**src/rtl/bcd_count3_pkg.sv**
```systemverilog
// Shared constants and types for the three-digit BCD counter.
// A packed count word holds hundreds in [11:8], tens in [7:4] and units in [3:0].
package conta_pkg;

    localparam logic [3:0] BCD_MAX  = 4'd9;
    localparam int         N_DIGITS = 3;
    localparam int         BCD_W    = 4 * N_DIGITS;

    // Digit index within the packed word; digit i occupies bits [4*i+3:4*i].
    localparam int DIG_UNI = 0;
    localparam int DIG_TEN = 1;
    localparam int DIG_HUN = 2;

    typedef logic [3:0] bcd_digit_t;

    // Clamp a nibble into the legal decimal range so stored state is always BCD.
    function automatic bcd_digit_t sat_digit(input bcd_digit_t d);
        return (d > BCD_MAX) ? BCD_MAX : d;
    endfunction

endpackage

```
**src/rtl/bcd_count3_if.sv**
```systemverilog
// Control and display bundle between the counter and its user.
// All controls are level signals sampled on the rising clk edge; no valid/ready pairing.
interface bcd_count3_if;
    import conta_pkg::*;

    logic             en;
    logic             up_dn;
    logic             src_sel;
    logic             ext_step;
    logic             clr;
    logic             load;
    logic [BCD_W-1:0] load_val;
    logic [BCD_W-1:0] bcd;
    logic [2:0]       blank;
    logic             wrap;

    modport master (
        output en, up_dn, src_sel, ext_step, clr, load, load_val,
        input  bcd, blank, wrap
    );

    modport slave (
        input  en, up_dn, src_sel, ext_step, clr, load, load_val,
        output bcd, blank, wrap
    );

endinterface

```
**src/rtl/bcd_count3_digit.sv**
```systemverilog
// One decade of the BCD chain; carry/borrow outs are combinational so the
// whole chain ripples within a single clock.
module bcd_digit
    import conta_pkg::*;
(
    input  logic       clk,
    input  logic       rst_n,
    input  logic       inc,
    input  logic       dec,
    input  logic       ld,
    input  bcd_digit_t ld_val,
    input  logic       clr,
    output bcd_digit_t q,
    output logic       co,
    output logic       bo
);

    assign co = inc && (q == BCD_MAX);
    assign bo = dec && (q == 4'd0);

    always_ff @(posedge clk or negedge rst_n) begin
        if (!rst_n) begin
            q <= 4'd0;
        end else if (clr) begin
            q <= 4'd0;
        end else if (ld) begin
            q <= sat_digit(ld_val);
        end else if (inc) begin
            q <= co ? 4'd0 : q + 4'd1;
        end else if (dec) begin
            q <= bo ? BCD_MAX : q - 4'd1;
        end
    end

endmodule

```
**src/rtl/bcd_count3.sv**
```systemverilog
// Three-digit BCD up/down counter feeding the multiplexed 7-segment driver.
// Steps on an internal prescaled tick or a synchronised external pulse.
module bcd_count3
    import conta_pkg::*;
#(
    parameter int PRESCALE = 1_000_000,
    parameter int PW       = 20
) (
    input logic          clk,
    input logic          rst_n,
    bcd_count3_if.slave  bus
);

    logic [PW-1:0]     presc;
    logic              tick;
    logic [2:0]        sync;
    logic              ext_edge;
    logic              step;
    logic              do_step;
    logic [N_DIGITS:0] inc_c;
    logic [N_DIGITS:0] dec_c;
    logic [BCD_W-1:0]  bcd_q;
    logic              wrap_q;

    assign tick = bus.en && !bus.src_sel && (presc == PW'(PRESCALE - 1));

    // Prescaler only advances in internal mode, so switching sources freezes it in place.
    always_ff @(posedge clk or negedge rst_n) begin
        if (!rst_n) begin
            presc <= '0;
        end else if (bus.clr) begin
            presc <= '0;
        end else if (bus.en && !bus.src_sel) begin
            presc <= tick ? '0 : presc + PW'(1);
        end
    end

    // sync[2] always tracks sync[1], which also gives clr its "history = current level".
    always_ff @(posedge clk or negedge rst_n) begin
        if (!rst_n) begin
            sync <= 3'b000;
        end else begin
            sync <= {sync[1], sync[0], bus.ext_step};
        end
    end

    assign ext_edge = sync[1] && !sync[2];
    assign step     = bus.en && (bus.src_sel ? ext_edge : tick);
    assign do_step  = step && !bus.clr && !bus.load;
    assign inc_c[0] = do_step && bus.up_dn;
    assign dec_c[0] = do_step && !bus.up_dn;

    for (genvar i = 0; i < N_DIGITS; i++) begin : g_digit
        bcd_digit u_digit (
            .clk    (clk),
            .rst_n  (rst_n),
            .inc    (inc_c[i]),
            .dec    (dec_c[i]),
            .ld     (bus.load),
            .ld_val (bus.load_val[4*i +: 4]),
            .clr    (bus.clr),
            .q      (bcd_q[4*i +: 4]),
            .co     (inc_c[i+1]),
            .bo     (dec_c[i+1])
        );
    end

    // A carry or borrow out of the top digit is exactly a 999<->000 wrap.
    always_ff @(posedge clk or negedge rst_n) begin
        if (!rst_n) begin
            wrap_q <= 1'b0;
        end else begin
            wrap_q <= inc_c[N_DIGITS] || dec_c[N_DIGITS];
        end
    end

    assign bus.bcd      = bcd_q;
    assign bus.wrap     = wrap_q;
    assign bus.blank[2] = (bcd_q[4*DIG_HUN +: 4] == 4'd0);
    assign bus.blank[1] = (bcd_q[4*DIG_HUN +: 4] == 4'd0) && (bcd_q[4*DIG_TEN +: 4] == 4'd0);
    assign bus.blank[0] = 1'b0;

endmodule

```
**src/flat_wrapper.sv**
```systemverilog
// flat-port wrapper written by rule: the top's interface ports become plain ports
module bcd_count3_flat import conta_pkg::*;
#(
    parameter int PRESCALE = 1_000_000,
    parameter int PW       = 20
)
  (clk, rst_n, bus_en, bus_up_dn, bus_src_sel, bus_ext_step, bus_clr, bus_load, bus_load_val, bus_bcd, bus_blank, bus_wrap);
  bcd_count3_if bus_i ();
  input logic clk;
  input logic rst_n;
  input wire logic [$bits(bus_i.en)-1:0] bus_en;
  input wire logic [$bits(bus_i.up_dn)-1:0] bus_up_dn;
  input wire logic [$bits(bus_i.src_sel)-1:0] bus_src_sel;
  input wire logic [$bits(bus_i.ext_step)-1:0] bus_ext_step;
  input wire logic [$bits(bus_i.clr)-1:0] bus_clr;
  input wire logic [$bits(bus_i.load)-1:0] bus_load;
  input wire logic [$bits(bus_i.load_val)-1:0] bus_load_val;
  output wire logic [$bits(bus_i.bcd)-1:0] bus_bcd;
  output wire logic [$bits(bus_i.blank)-1:0] bus_blank;
  output wire logic [$bits(bus_i.wrap)-1:0] bus_wrap;
  assign bus_i.en = bus_en;
  assign bus_i.up_dn = bus_up_dn;
  assign bus_i.src_sel = bus_src_sel;
  assign bus_i.ext_step = bus_ext_step;
  assign bus_i.clr = bus_clr;
  assign bus_i.load = bus_load;
  assign bus_i.load_val = bus_load_val;
  assign bus_bcd = bus_i.bcd;
  assign bus_blank = bus_i.blank;
  assign bus_wrap = bus_i.wrap;
  bcd_count3 #(.PRESCALE(PRESCALE), .PW(PW)) u_core (.clk(clk), .rst_n(rst_n), .bus(bus_i));
endmodule
```
**config.mk**
```make
export PLATFORM = sky130hd
export DESIGN_NAME = bcd_count3_flat
export DESIGN_NICKNAME = d
export VERILOG_FILES = /design/src/rtl/bcd_count3_pkg.sv /design/src/rtl/bcd_count3_if.sv /design/src/rtl/bcd_count3_digit.sv /design/src/rtl/bcd_count3.sv /design/src/flat_wrapper.sv
export SDC_FILE = /design/constraint.sdc
export NUM_CORES = 1
export LEC_CHECK = 0
export ABC_CLOCK_PERIOD_IN_PS = 3300
export BUFFER_PORTS_ARGS = -buffer_cell sky130_fd_sc_hd__buf_2
export CAP_MARGIN = 20
export CORE_MARGIN = 2
export CORE_UTILIZATION = 35
export CTS_CLUSTER_SIZE = 25
export DETAILED_ROUTE_END_ITERATION = 8
export PLACE_DENSITY = 0.53
export SLEW_MARGIN = 20
export SYNTH_ARGS = -nofsm -noshare
export SYNTH_HDL_FRONTEND = slang
export SYNTH_SLANG_ARGS = --single-unit
```
**constraint.sdc**
```tcl
create_clock -name clk -period 3.3 [get_ports clk]
set_clock_uncertainty 0.15 [all_clocks]
set_input_delay 0.495 -clock clk [delete_from_list [all_inputs] [get_ports clk]]
set_output_delay 0.495 -clock clk [all_outputs]
set_load 0.005 [all_outputs]
```
==> flow_summary.toml <==
[outcome]
status = "complete, no violations"

[worst_setup_path]
critPathKind = "reg2reg"
crit_path_start_kind = "register"
critPathMaxFanout = 13
end_kind = "register"
crit_arrival_ns = 2.53
required_ns = 3.34

[clock_network]
cts_setup_buffers = 0
cts_tree = "yes"
insertion_delay_ns = 0.30
cts_max_level = 2
holdBufCountCts = 0
cts.clk_slew.worst_paths_ns = 0.09
clk_path_buf_depth = 2
cts_inserted_buffers = 5
clock-sinks = 36
clock-root-buffer = "clkbuf_8"
cts_resized = 0

[sta]
finalSetupTns_ns = 0
grt_setup_unrepaired = "no"
worst_slew_pin_slew_ns = 0.832
maxSlewViolCount = 0
setup_violations = 0
timing.hold.ws_ns = 0.129
finalHoldViolations = 0
maxSlewHeadroom = 0.445
fin_crit_sh = 0.755
fmax_mhz = 401
fin_crit_ns = 2.49

[global_routing]
overflow = 0
grt_start_max_net_pins = 37
grt_pass1_wl_mm = 10.3
grt_usage = 0.154
antenna_found_initial = 0
grt_pass1_vias = 2091

[floorplan]
rows = 31
die_h_um = 90.2
coreArea_um2 = 7210
die_w_um = 90.2
io_pins = 36
dieArea_um2 = 8130
start_util = 0.360

[job]
drv_cap = 0

[yosys]
postSynth.asyncResetShare = 1.00
synthFlopType = "dfrtp_1"
netlist-cell-type-count = 57
syn_nets = 323
synthCells = 291
yosysWarnings = 0
ys_ff_latch = 36
avgSynthCellArea_um2 = 8.93
synth_edf_count = 0
seq_area_frac_synth = 0.346
synth_area_um2 = 2600

[power]
power_leakage_nw = 1.23
powerDensity_nw_per_um2 = 374
report.power.total_mw = 1.08
vdd_drop_max_v = 0.000150

[placement]
hpwl_mm = 4.41
gp_congestion = 0.827
portBuffers = 34
placed_area_um2 = 2760
placedCellCount = 411

[finish]
fill_cells = 753
fin_cells = 419
fin_nets = 351
final_cell_mix = "36 x nor2_1, 36 x dfrtp_1, 34 x buf_2"
design_area_um2 = 2880
multi_input_area_um2 = 1510
drive_above_1_share = 0.194
ff_latch_area_um2 = 901
area.growth.synth_to_final_pct = 10.7
antenna_cells = 0

[routing]
first_pass_iters = 4
wl_mm = 5.98
wl_per_cell_um = 14.3
postRouteAntennaNets = 0
drt_iter0_markers = 94
num_vias = 2168
avgViaCountPerCell = 5.17
drc = 0

[min_path]
hold_path_class = "in2async"
[cell type report]
class / instances / area share
Clock buffer: 5 / 0.0239
Clock inverter: 3 / 0.0161
Inverter: 17 / 0.0222
Multi-Input combinational cell: 225 / 0.523
Sequential cell: 36 / 0.313
Tap cell: 99 / 0.0430
Timing Repair Buffer: 34 / 0.0591
[worst max-delay path: stages, from the launching register on]
cell     delay [ns]
dfrtp_1        0.42
and4b_1        0.30
nand4_1        0.18
o21ai_2        0.52
o21ai_0        0.31
and2_2         0.28
a22o_1         0.22
[final timing paths]
path                                 startpoint  slack [ns]                              to  cells past startpoint
worst max-delay path            u_core.presc[6]        0.81  u_core.g_digit[2].u_digit.q[0]                      6
worst min-delay path                      rst_n        0.13  u_core.g_digit[1].u_digit.q[3]                      1
worst max register to register  u_core.presc[6]        0.81  u_core.g_digit[2].u_digit.q[0]                      6
worst min register to register   u_core.sync[0]        0.21                  u_core.sync[1]                      0
max in group asynchronous                 rst_n        2.32                u_core.presc[17]                      1
min in group clk                   bus_ext_step        0.15                  u_core.sync[0]                      1
[report_power, final]
part / switching, mW / internal (mW) / total (mW)
registers: 0.0296 / 0.455 / 0.485
logic: 0.0998 / 0.0761 / 0.176
clock network: 0.188 / 0.228 / 0.416
total: 0.318 / 0.759 / 1.08
[per-stage QoR]
| stage | util | worst slack, ns |
|---|---|---|
| after floorplan | - | 1.16 |
| after global placement | 0.383 | 0.604 |
| after detailed placement | 0.383 | 0.568 |
| after CTS | 0.399 | 0.818 |
| after global routing | 0.399 | 0.617 |
| final | 0.399 | 0.808 |
[metal layers]
metal,track usage,part of all wire,vias to the layer above
li1,-,-,1085
met1,0.209,0.47,1041
met2,0.256,0.49,37
met3,0.0310,0.034,5
met4,0.0295,0.0084,0
met5,0,0,-
[state kept, by name, indices dropped and copies added (netlist names)]
signal / count
u_core.bus.wrap: 1
u_core.g_digit.u_digit.q: 12
u_core.presc: 20
u_core.sync: 3
[cells in the mapped netlist, types with 6 or more instances]
library cell	instances	area, um2
nand4_1	6	37.5
a21oi_1	15	75.1
nor2_1	36	135
nand2_1	27	101
inv_1	17	63.8
dfrtp_1	36	901
xor2_1	13	114
xnor2_1	10	87.6
nand3_1	9	45.0
ha_1	12	150
o21ai_0	14	70.1
nor3_1	8	40.0
[cells by family (layout without fill, tap and decap cells)]
family | count (synthesis) | after routing | synth area share
AND/OR/NAND/NOR | 119 | 119 | 0.255
buffers and inverters | 30 | 59 | 0.0746
multiplexers | 3 | 3 | 0.0116
other | 1 | 1 | 0.00144
XOR/XNOR | 23 | 23 | 0.0775
flip-flops | 36 | 36 | 0.346
adder cells (fa/ha/maj) | 12 | 12 | 0.0577
AO/OA/AOI/OAI | 67 | 67 | 0.176
No activity file was read; power rests on OpenSTA's default activity.
